`src/rtl/stream_pkg.sv`:
```
// Shared helpers for the stream width converters: lane placement, keep masks
// and the assembly-stage state type.
package stream_pkg;

  localparam int MAX_SCALE = 64;
  localparam logic [MAX_SCALE-1:0] MASK_ONE = MAX_SCALE'(1);

  typedef enum logic {
    ASM_COLLECT,
    ASM_PENDING
  } asm_state_e;

  function automatic int lane_of(input int idx, input int scale, input int big_endian);
    return (big_endian != 0) ? (scale - 1 - idx) : idx;
  endfunction

  // Lanes holding beats 0..idx, mirrored towards the MSBs for big-endian packing.
  function automatic logic [MAX_SCALE-1:0] keep_mask(input int idx, input int scale,
                                                     input int big_endian);
    logic [MAX_SCALE-1:0] mask;
    mask = '0;
    for (int i = 0; i < MAX_SCALE; i++) begin
      if (i <= idx && i < scale) begin
        mask = mask | (MASK_ONE << lane_of(i, scale, big_endian));
      end
    end
    return mask;
  endfunction

endpackage

```
`src/rtl/stream_upsizer_pkt_if.sv`:
```
// Narrow input stream plus wide packed output stream of the packet upsizer.
// The slave modport is the block's view, the master modport the environment's.
interface stream_upsizer_pkt_if #(
  parameter int DW_IN = 32,
  parameter int SCALE = 4
);

  logic [DW_IN-1:0]       s_data_i;
  logic                   s_valid_i;
  logic                   s_last_i;
  logic                   s_ready_o;
  logic [DW_IN*SCALE-1:0] m_data_o;
  logic [SCALE-1:0]       m_keep_o;
  logic                   m_last_o;
  logic                   m_valid_o;
  logic                   m_ready_i;

  modport slave (
    input  s_data_i, s_valid_i, s_last_i, m_ready_i,
    output s_ready_o, m_data_o, m_keep_o, m_last_o, m_valid_o
  );

  modport master (
    output s_data_i, s_valid_i, s_last_i, m_ready_i,
    input  s_ready_o, m_data_o, m_keep_o, m_last_o, m_valid_o
  );

endinterface

```
`src/rtl/stream_out_reg.sv`:
```
// Valid/ready holding register for a packed word with its keep mask and last flag.
module stream_out_reg #(
  parameter int DW = 32,
  parameter int KW = 4
) (
  input  logic          clk,
  input  logic          rst_n,
  input  logic          load,
  input  logic [DW-1:0] data_d,
  input  logic [KW-1:0] keep_d,
  input  logic          last_d,
  input  logic          ready,
  output logic          valid,
  output logic [DW-1:0] data_q,
  output logic [KW-1:0] keep_q,
  output logic          last_q
);

  // Contents only change on a load, so a stalled word stays stable.
  always_ff @(posedge clk or negedge rst_n) begin
    if (!rst_n) begin
      valid  <= 1'b0;
      data_q <= '0;
      keep_q <= '0;
      last_q <= 1'b0;
    end else if (load) begin
      valid  <= 1'b1;
      data_q <= data_d;
      keep_q <= keep_d;
      last_q <= last_d;
    end else if (ready) begin
      valid  <= 1'b0;
    end
  end

endmodule

```
`src/rtl/stream_upsizer_pkt.sv`:
```
// Packet-aware upsizer: packs SCALE narrow beats into one wide word, flushing a
// partial word with a keep mask when the packet ends early.
module stream_upsizer_pkt
  import stream_pkg::*;
#(
  parameter int DW_IN      = 32,
  parameter int SCALE      = 4,
  parameter int BIG_ENDIAN = 0,
  parameter int ZERO_FILL  = 1
) (
  input logic                 clk,
  input logic                 rst_n,
  stream_upsizer_pkt_if.slave io
);

  localparam int WW = DW_IN * SCALE;
  localparam int IW = (SCALE > 1) ? $clog2(SCALE) : 1;
  localparam logic [WW-1:0] LANE_ONES = WW'({DW_IN{1'b1}});

  asm_state_e       state_q, state_d;
  logic [WW-1:0]    asm_data, merged, load_data, out_data;
  logic [IW-1:0]    idx;
  logic [SCALE-1:0] pend_keep, keep_now, load_keep, out_keep;
  logic             pend_last, load_last, out_last, out_valid;
  logic             rst_hold, pending, s_ready, wr, rd, out_free, complete, load;
  int               lane;

  always_comb begin
    pending  = (state_q == ASM_PENDING);
    s_ready  = !pending && !rst_hold;
    wr       = io.s_valid_i && s_ready;
    rd       = out_valid && io.m_ready_i;
    out_free = !out_valid || io.m_ready_i;
    complete = (idx == IW'(SCALE - 1)) || io.s_last_i;
    lane     = lane_of(int'(idx), SCALE, BIG_ENDIAN);
    merged   = (asm_data & ~(LANE_ONES << (lane * DW_IN)))
             | (WW'(io.s_data_i) << (lane * DW_IN));
    keep_now = SCALE'(keep_mask(int'(idx), SCALE, BIG_ENDIAN));
  end

  // A held word always drains before any new beat is accepted.
  always_comb begin
    load      = pending ? rd : (wr && complete && out_free);
    load_data = pending ? asm_data : merged;
    load_keep = pending ? pend_keep : keep_now;
    load_last = pending ? pend_last : io.s_last_i;
  end

  always_comb begin
    state_d = state_q;
    case (state_q)
      ASM_COLLECT: if (wr && complete && !out_free) state_d = ASM_PENDING;
      ASM_PENDING: if (rd) state_d = ASM_COLLECT;
      default:     state_d = ASM_COLLECT;
    endcase
  end

  always_ff @(posedge clk or negedge rst_n) begin
    if (!rst_n) begin
      state_q <= ASM_COLLECT;
      rst_hold <= 1'b1;
    end else begin
      state_q <= state_d;
      rst_hold <= 1'b0;
    end
  end

  // The assembly register doubles as storage for the word waiting on the output.
  always_ff @(posedge clk or negedge rst_n) begin
    if (!rst_n) begin
      asm_data  <= '0;
      idx       <= '0;
      pend_keep <= '0;
      pend_last <= 1'b0;
    end else if (pending) begin
      if (rd && ZERO_FILL != 0) begin
        asm_data <= '0;
      end
    end else if (wr) begin
      if (complete) begin
        idx <= '0;
        if (!out_free) begin
          asm_data  <= merged;
          pend_keep <= keep_now;
          pend_last <= io.s_last_i;
        end else if (ZERO_FILL != 0) begin
          asm_data <= '0;
        end
      end else begin
        asm_data <= merged;
        idx      <= idx + IW'(1);
      end
    end
  end

  stream_out_reg #(
    .DW(WW),
    .KW(SCALE)
  ) u_out_reg (
    .clk   (clk),
    .rst_n (rst_n),
    .load  (load),
    .data_d(load_data),
    .keep_d(load_keep),
    .last_d(load_last),
    .ready (io.m_ready_i),
    .valid (out_valid),
    .data_q(out_data),
    .keep_q(out_keep),
    .last_q(out_last)
  );

  assign io.s_ready_o = s_ready;
  assign io.m_data_o  = out_data;
  assign io.m_keep_o  = out_keep;
  assign io.m_last_o  = out_last;
  assign io.m_valid_o = out_valid;

endmodule

```
`src/flat_wrapper.sv`:
```
// flat-port wrapper written by rule: the top's interface ports become plain ports
module stream_upsizer_pkt_flat import stream_pkg::*;
#(
  parameter int DW_IN      = 32,
  parameter int SCALE      = 4,
  parameter int BIG_ENDIAN = 0,
  parameter int ZERO_FILL  = 1
)
  (clk, rst_n, io_s_data_i, io_s_valid_i, io_s_last_i, io_m_ready_i, io_s_ready_o, io_m_data_o, io_m_keep_o, io_m_last_o, io_m_valid_o);
  stream_upsizer_pkt_if #(.DW_IN(DW_IN), .SCALE(SCALE)) io_i ();
  input logic clk;
  input logic rst_n;
  input wire logic [$bits(io_i.s_data_i)-1:0] io_s_data_i;
  input wire logic [$bits(io_i.s_valid_i)-1:0] io_s_valid_i;
  input wire logic [$bits(io_i.s_last_i)-1:0] io_s_last_i;
  input wire logic [$bits(io_i.m_ready_i)-1:0] io_m_ready_i;
  output wire logic [$bits(io_i.s_ready_o)-1:0] io_s_ready_o;
  output wire logic [$bits(io_i.m_data_o)-1:0] io_m_data_o;
  output wire logic [$bits(io_i.m_keep_o)-1:0] io_m_keep_o;
  output wire logic [$bits(io_i.m_last_o)-1:0] io_m_last_o;
  output wire logic [$bits(io_i.m_valid_o)-1:0] io_m_valid_o;
  assign io_i.s_data_i = io_s_data_i;
  assign io_i.s_valid_i = io_s_valid_i;
  assign io_i.s_last_i = io_s_last_i;
  assign io_i.m_ready_i = io_m_ready_i;
  assign io_s_ready_o = io_i.s_ready_o;
  assign io_m_data_o = io_i.m_data_o;
  assign io_m_keep_o = io_i.m_keep_o;
  assign io_m_last_o = io_i.m_last_o;
  assign io_m_valid_o = io_i.m_valid_o;
  stream_upsizer_pkt #(.DW_IN(DW_IN), .SCALE(SCALE), .BIG_ENDIAN(BIG_ENDIAN), .ZERO_FILL(ZERO_FILL)) u_core (.clk(clk), .rst_n(rst_n), .io(io_i));
endmodule
```
`config.mk`:
```
export PLATFORM = sky130hd
export DESIGN_NAME = stream_upsizer_pkt_flat
export DESIGN_NICKNAME = d
export VERILOG_FILES = /design/src/rtl/stream_pkg.sv /design/src/rtl/stream_upsizer_pkt_if.sv /design/src/rtl/stream_out_reg.sv /design/src/rtl/stream_upsizer_pkt.sv /design/src/flat_wrapper.sv
export SDC_FILE = /design/constraint.sdc
export NUM_CORES = 1
export LEC_CHECK = 0
export CAP_MARGIN = 20
export CORE_MARGIN = 5
export CORE_UTILIZATION = 51
export CTS_BUF_LIST = sky130_fd_sc_hd__clkbuf_8
export CTS_CLUSTER_SIZE = 10
export DETAILED_ROUTE_END_ITERATION = 8
export GPL_ROUTABILITY_DRIVEN = 0
export GPL_TIMING_DRIVEN = 0
export PLACE_DENSITY = 0.79
export SLEW_MARGIN = 20
export SYNTH_ARGS = -nofsm -noshare
export SYNTH_HDL_FRONTEND = slang
export SYNTH_HIERARCHICAL = 1
export SYNTH_SLANG_ARGS = --single-unit
```
`constraint.sdc`:
```
create_clock -name clk -period 2.3 [get_ports clk]
set_clock_uncertainty 0.05 [all_clocks]
set_input_delay 0.575 -clock clk [delete_from_list [all_inputs] [get_ports clk]]
set_output_delay 0.575 -clock clk [all_outputs]
set_load 0.03 [all_outputs]
```
==> Word-level counts from Yosys, hierarchy flattened <==
Cells that the tools add are included.
{ "word_totals": {"latch_bits": 0, "romBits": 0, "reg_bits": 271, "memories": 0, "out_inout_bits": 135, "elab_cells": 58, "ramBits": 0} }
{ "op_classes": {"n_lt_le_gt_ge": 3, "multipliers": 0, "bitwise_logic": 5, "n_addsub": 1, "n_div": 0, "mux": 18, "shifts": 2, "n_eq_ne": 2, "reduce_logical": 17} }
{ "op_table": {"columns": ["op", "n"], "rows": [
  ["two-way mux 128 bit", 6],
  ["AND 128 bit", 1],
  ["inverter 128 bit", 1],
  ["OR 128 bit", 1],
  ["<< shifter 32 x 7 -> 128 bit", 1],
  ["<< shifter 32 x 7 -> 128 bit (first input constant)", 1],
  ["two-way mux 4 bit", 2],
  ["logical AND 1 bit", 6],
  ["two-way mux 1 bit", 6],
  ["<= comparator 2 bit (first input constant)", 2],
  ["logical NOT 1 bit", 4],
  ["two-way mux 2 bit", 2],
  ["AND reduction 2 bit", 2],
  ["AND reduction 4 bit", 1],
  ["nonzero test 2 bit", 2],
  ["two-way mux 3 bit", 1],
  ["adder 2 x 1 -> 2 bit (second input constant)", 1],
  ["== test 2 bit (second input constant)", 1],
  ["<= comparator 1 x 2 -> 1 bit (first input constant)", 1],
  ["logical OR 1 bit", 2],
  ["inequality test 2 bit (second input constant)", 1],
  ["inverter 1 bit", 2],
  ["case mux 1 bit (2 select lines)", 1]
]} }

==> Logic depth before layout (Yosys ltp) <==
{ "depth": {"word_depth": 8, "ltp_mapped": 9, "ltp_nobuf": 5} }

==> Modules after synthesis <==
The synthesis kept the hierarchy.
{ "modules_own_cells": {"columns": ["mod", "area_each_um2", "n_inst", "cells_per_inst"], "rows": [
  ["stream_upsizer_pkt", 6502.5, 1, 540],
  ["stream_out_reg", 5208.7, 1, 284]
]} }

==> Worst setup path after synthesis <==
Ideal clock, no wire load.
{ "synth_path": {"path_type": "flip-flop to flip-flop", "start": "register u_core.state_q (netlist: u_core/pending)", "end": "register u_core.u_out_reg.data_q[100]", "setup_time_ns": 0.125, "stages_incl_launch_ff": 10, "t_arrival_ns": 1.984, "period_less_slack_ns": 2.159, "path_buffers": 6, "path_slack_ns": 0.141, "path_cell_list": "dfrtp_1 buf_6 clkbuf_1 clkbuf_1 nand2_1 a21oi_1 buf_6 buf_6 buf_6 mux2_4"} }
{ "synth_via": {"elab_chain_len": 6} }
{ "synth_lines": {"columns": ["element", "line_no", "source"], "rows": [
  ["from (decl)", "stream_upsizer_pkt.sv:20", "asm_state_e state_q, state_d;"],
  ["from (signal assigned)", "stream_upsizer_pkt.sv:63", "state_q <= state_d;"],
  ["logical NOT 1 bit", "stream_upsizer_pkt.sv:30", "s_ready = !pending && !rst_hold;"],
  ["logical AND 1 bit", "stream_upsizer_pkt.sv:30", null],
  ["logical AND 1 bit", "stream_upsizer_pkt.sv:31", "wr = io.s_valid_i && s_ready;"],
  ["logical AND 1 bit (2 in series)", "stream_upsizer_pkt.sv:43", "load = pending ? rd : (wr && complete && out_free);"],
  ["two-way mux 1 bit (*)", "stream_upsizer_pkt.sv:43", null],
  ["via u_core.load", "stream_upsizer_pkt.sv:25", "logic rst_hold, pending, s_ready, wr, rd, out_free, complete, load;"],
  ["to (signal assigned)", "stream_out_reg.sv:28", "data_q <= data_d;"],
  ["to (decl)", "stream_out_reg.sv:14", "output logic [DW-1:0] data_q,"]
]} }
The timed path passes the listed nets; every way through them passes the cells marked *.
A chain may end at the register's enable or synchronous reset.

==> Worst setup path after layout <==
{ "layout_path": {"start": "register u_core.state_q (netlist: u_core/pending)", "end": "output io_s_ready_o"} }
{ "layout_via": {"elab_chain_len": 2} }
{ "layout_lines": {"columns": ["element", "line_no", "source"], "rows": [
  ["logical NOT 1 bit", "stream_upsizer_pkt.sv:30", null],
  ["logical AND 1 bit", "stream_upsizer_pkt.sv:30", null],
  ["to (decl)", "flat_wrapper.sv:17", "output wire logic [$bits(io_i.s_ready_o)-1:0] io_s_ready_o;"]
]} }
Every way passes these cells.

==> impl_metrics.ini <==
[yosys]
synth_area_leaders = dfrtp_1 58%, a22o_1 19%, mux2_4 7.6%
synth_edf_count = 0
synth_cell_types = 30
synth_cells = 824
synth_area_per_cell_um2 = 14.2
synth_top_area_share = 0.577
ys_top_cells_by_count = 270 x dfrtp_1, 258 x a22o_1, 75 x mux2_2, 59 x mux2_4, 35 x buf_1
synth_fp_nets = 866
syn-cell-area_um2 = 11700
synth_flop_cell = dfrtp_1
ys_async_sr_fraction = 1.00
synth_seq_area_share = 0.579
yosys_warnings = 6
synth_top_area_cell = dfrtp_1
synth_most_common_cell = dfrtp_1
ys_ff_latch = 271

[power]
peakVddDrop_mv = 0.879
pwr-share-comb = 0.435
p_switching_w = 0.00778
switching_share = 0.375
p_int_w = 0.0130
total_power_w = 0.0207
powerDensity_nw_per_um2 = 1410
clock_power_share = 0.206
seq_power_share = 0.359
p_leak_nw = 7.02

[clocking]
cts-root-buf = clkbuf_8
cts_max_level = 2
clock_path_buffers = 3
cts_made_buffers = 44
cts_tree = done
clk_pin_slew_ns = 0.06
cts.sinks = 271
clkLatencyLatePin_ns = 0.55

[drt]
routedWlPerCell_um = 22.8
antenna_left = 0
drtPass1Iterations = 5
drc_errors = 0
drt-total-wl_mm = 30.4
dr_total_vias = 8125
via_per_inst = 6.08
drt_iter0_drc = 615

[grt]
grt.overflow.total = 0
grt_pass1_wl_mm = 48.0
grt_max_degree = 106
grt_pass1_vias = 8516
antenna_found_initial = 0
grt.total_usage = 0.229

[setup_path]
crit_end = io_s_ready_o
r2r-start = u_core/pending
r2r_cells = 8
cp-start-kind = register
critPathArrivalTime_ns = 1.65
crit_fanout = 10
endpoint_kind = primary output
critPathLaunch = u_core/pending
cp_data_required_time_ns = 1.67
reg2reg_slack_ns = 0.09
r2r-end = u_core/u_out_reg/data_q[92]
crit_type = reg2out

[placement]
hpwlAfterDp_mm = 20.5
io_buffers = 139

[floorplan]
fp.dieArea_um2 = 26100
io_pins = 172
dieHeight_um = 162
die_w_um = 162
fp-row-count = 55
coreArea_um2 = 22600
initial_core_util = 0.517

[finish]
drive_above_1_share = 0.280
utilization = 0.649
num-fill-cells = 1708
multi_input_area_um2 = 4480
seqCellArea_um2 = 6790
nets = 1059
diodes = 0
area_delta_synth_final_pct = 25.4

[job]
max-cap-violations = 0

[hold_path]
min_path_type = reg2reg

[sta]
fin_crit_sh = 0.990
min_period_ns = 2.28
worst_slew_pin_slew_ns = 0.752
max-slew-margin-rel = 0.495
setup_violations = 0
final_max_slew_viol_count = 0
clock.fmax_mhz = 439
hold_violations = 0

[outcome]
outcome = finished, final reports clean
worst max-delay path, stage by stage (launching register included):
cell,delay [ns]
dfrtp_1,0.39
buf_8,0.14
clkbuf_16,0.16
clkbuf_16,0.16
nor2_4,0.11
buf_6,0.14
worst min-delay path by stage:
stage                                   start                  end  slack, ns  cells after the start
final                     u_core/pend_keep[0]  u_core/pend_keep[0]       0.41                      1
after detailed placement  u_core/pend_keep[0]  u_core/pend_keep[0]       0.39                      1
after CTS                     io_s_data_i[29]  u_core/asm_data[29]       0.39                      2
after floorplan                         rst_n   u_core/asm_data[0]       0.23                      0
after global routing          io_s_data_i[29]  u_core/asm_data[29]       0.42                      2
after global placement    u_core/pend_keep[0]  u_core/pend_keep[0]       0.39                      1
state kept, by name, indices dropped and copies added, names as in the netlist:
name,flops
u_core/pend_keep,4
u_core/rst_hold,1
u_core/idx,2
u_core/u_out_reg/data_q,128
u_core/asm_data,128
u_core/u_out_reg/keep_q,4
u_core/u_out_reg/last_q,1
u_core/u_out_reg/valid,1
u_core/pend_last,1
u_core/pending,1
cell families (layout without fill, tap and decap cells):
| group | after synthesis | count (layout) | synth area share |
|---|---|---|---|
| AOI/OAI and AO/OA | 272 | 272 | 0.200 |
| adders and majority gates | 5 | 5 | 0.00534 |
| buffers and inverters | 103 | 330 | 0.0463 |
| DFF | 271 | 271 | 0.579 |
| muxes | 135 | 135 | 0.149 |
| other | 1 | 1 | 0.000320 |
| and+or+nand+nor | 37 | 37 | 0.0200 |
layout make-up:
type,instances,area share
multi-input cells,450,0.305
repair buffers,147,0.105
well taps,285,0.0243
clock inverters,23,0.00929
inverters,4,0.00128
clock buffers,57,0.0534
plain buffers,99,0.0401
flip-flops and latches,271,0.462
layer usage:
| metal | GRT usage | part of all wire | up-vias |
|---|---|---|---|
| met1 | 0.320 | 0.43 | 4224 |
| li1 | - | - | 3514 |
| met4 | 0.0807 | 0.030 | 0 |
| met2 | 0.355 | 0.46 | 327 |
| met3 | 0.0536 | 0.074 | 60 |
| met5 | 0 | 0 | - |
cell usage in the layout, fill, tap and decap left out, types with 4 or more instances in the layout:
cell type and instances:
a22o_1 258, buf_1 32, buf_2 34, buf_4 4
buf_6 13, buf_8 4, clkbuf_1 9, clkbuf_2 7
clkbuf_8 57, clkdlybuf4s50_1 123, clkinv_2 9, dfrtp_1 268
dlygate4sd2_1 5, dlymetal6s2s_1 9, ha_1 4, inv_1 12
mux2_2 75, mux2_4 59, nand2_1 11, nand2b_1 6
nor3_2 4, o21ai_0 5
metrics by stage:
step	hold slack, ns	TNS [ns]	setup slack, ns	cell area, um^2	instances
2_1_floorplan	0.229	0	0.141	11700	824
3_3_place_gp	0.393	-3042.46	-10.76	13500	1248
3_5_place_dp	0.394	-125.94	-0.620	13600	1251
4_1_cts	0.390	-8.05	-0.165	14500	1332
5_1_grt	0.421	-0.0347	-0.0216	14700	1336
6_report	0.410	0	0.0237	14700	1336
power by group through the flow:
stage	clock [W]	sequential (W)	combinational [W]
after floorplan	0	0.00894	0.00404
after global placement	0	0.00742	0.00862
after detailed placement	0	0.00747	0.00880
after CTS	0.00436	0.00742	0.00891
after global routing	0.00461	0.00763	0.00950
final	0.00427	0.00745	0.00903
what timing repair did:
action / CTS / global route
hold buffers: 1 / 0
endpoints found under the hold margin: 38 / 0
pin swaps: 1 / 1
gates cloned: 0 / 0
setup endpoints to repair: 262 / 260
buffers inserted: 0 / 4
gates resized for setup: 29 / 33
Power figures use the tool's default switching activity.
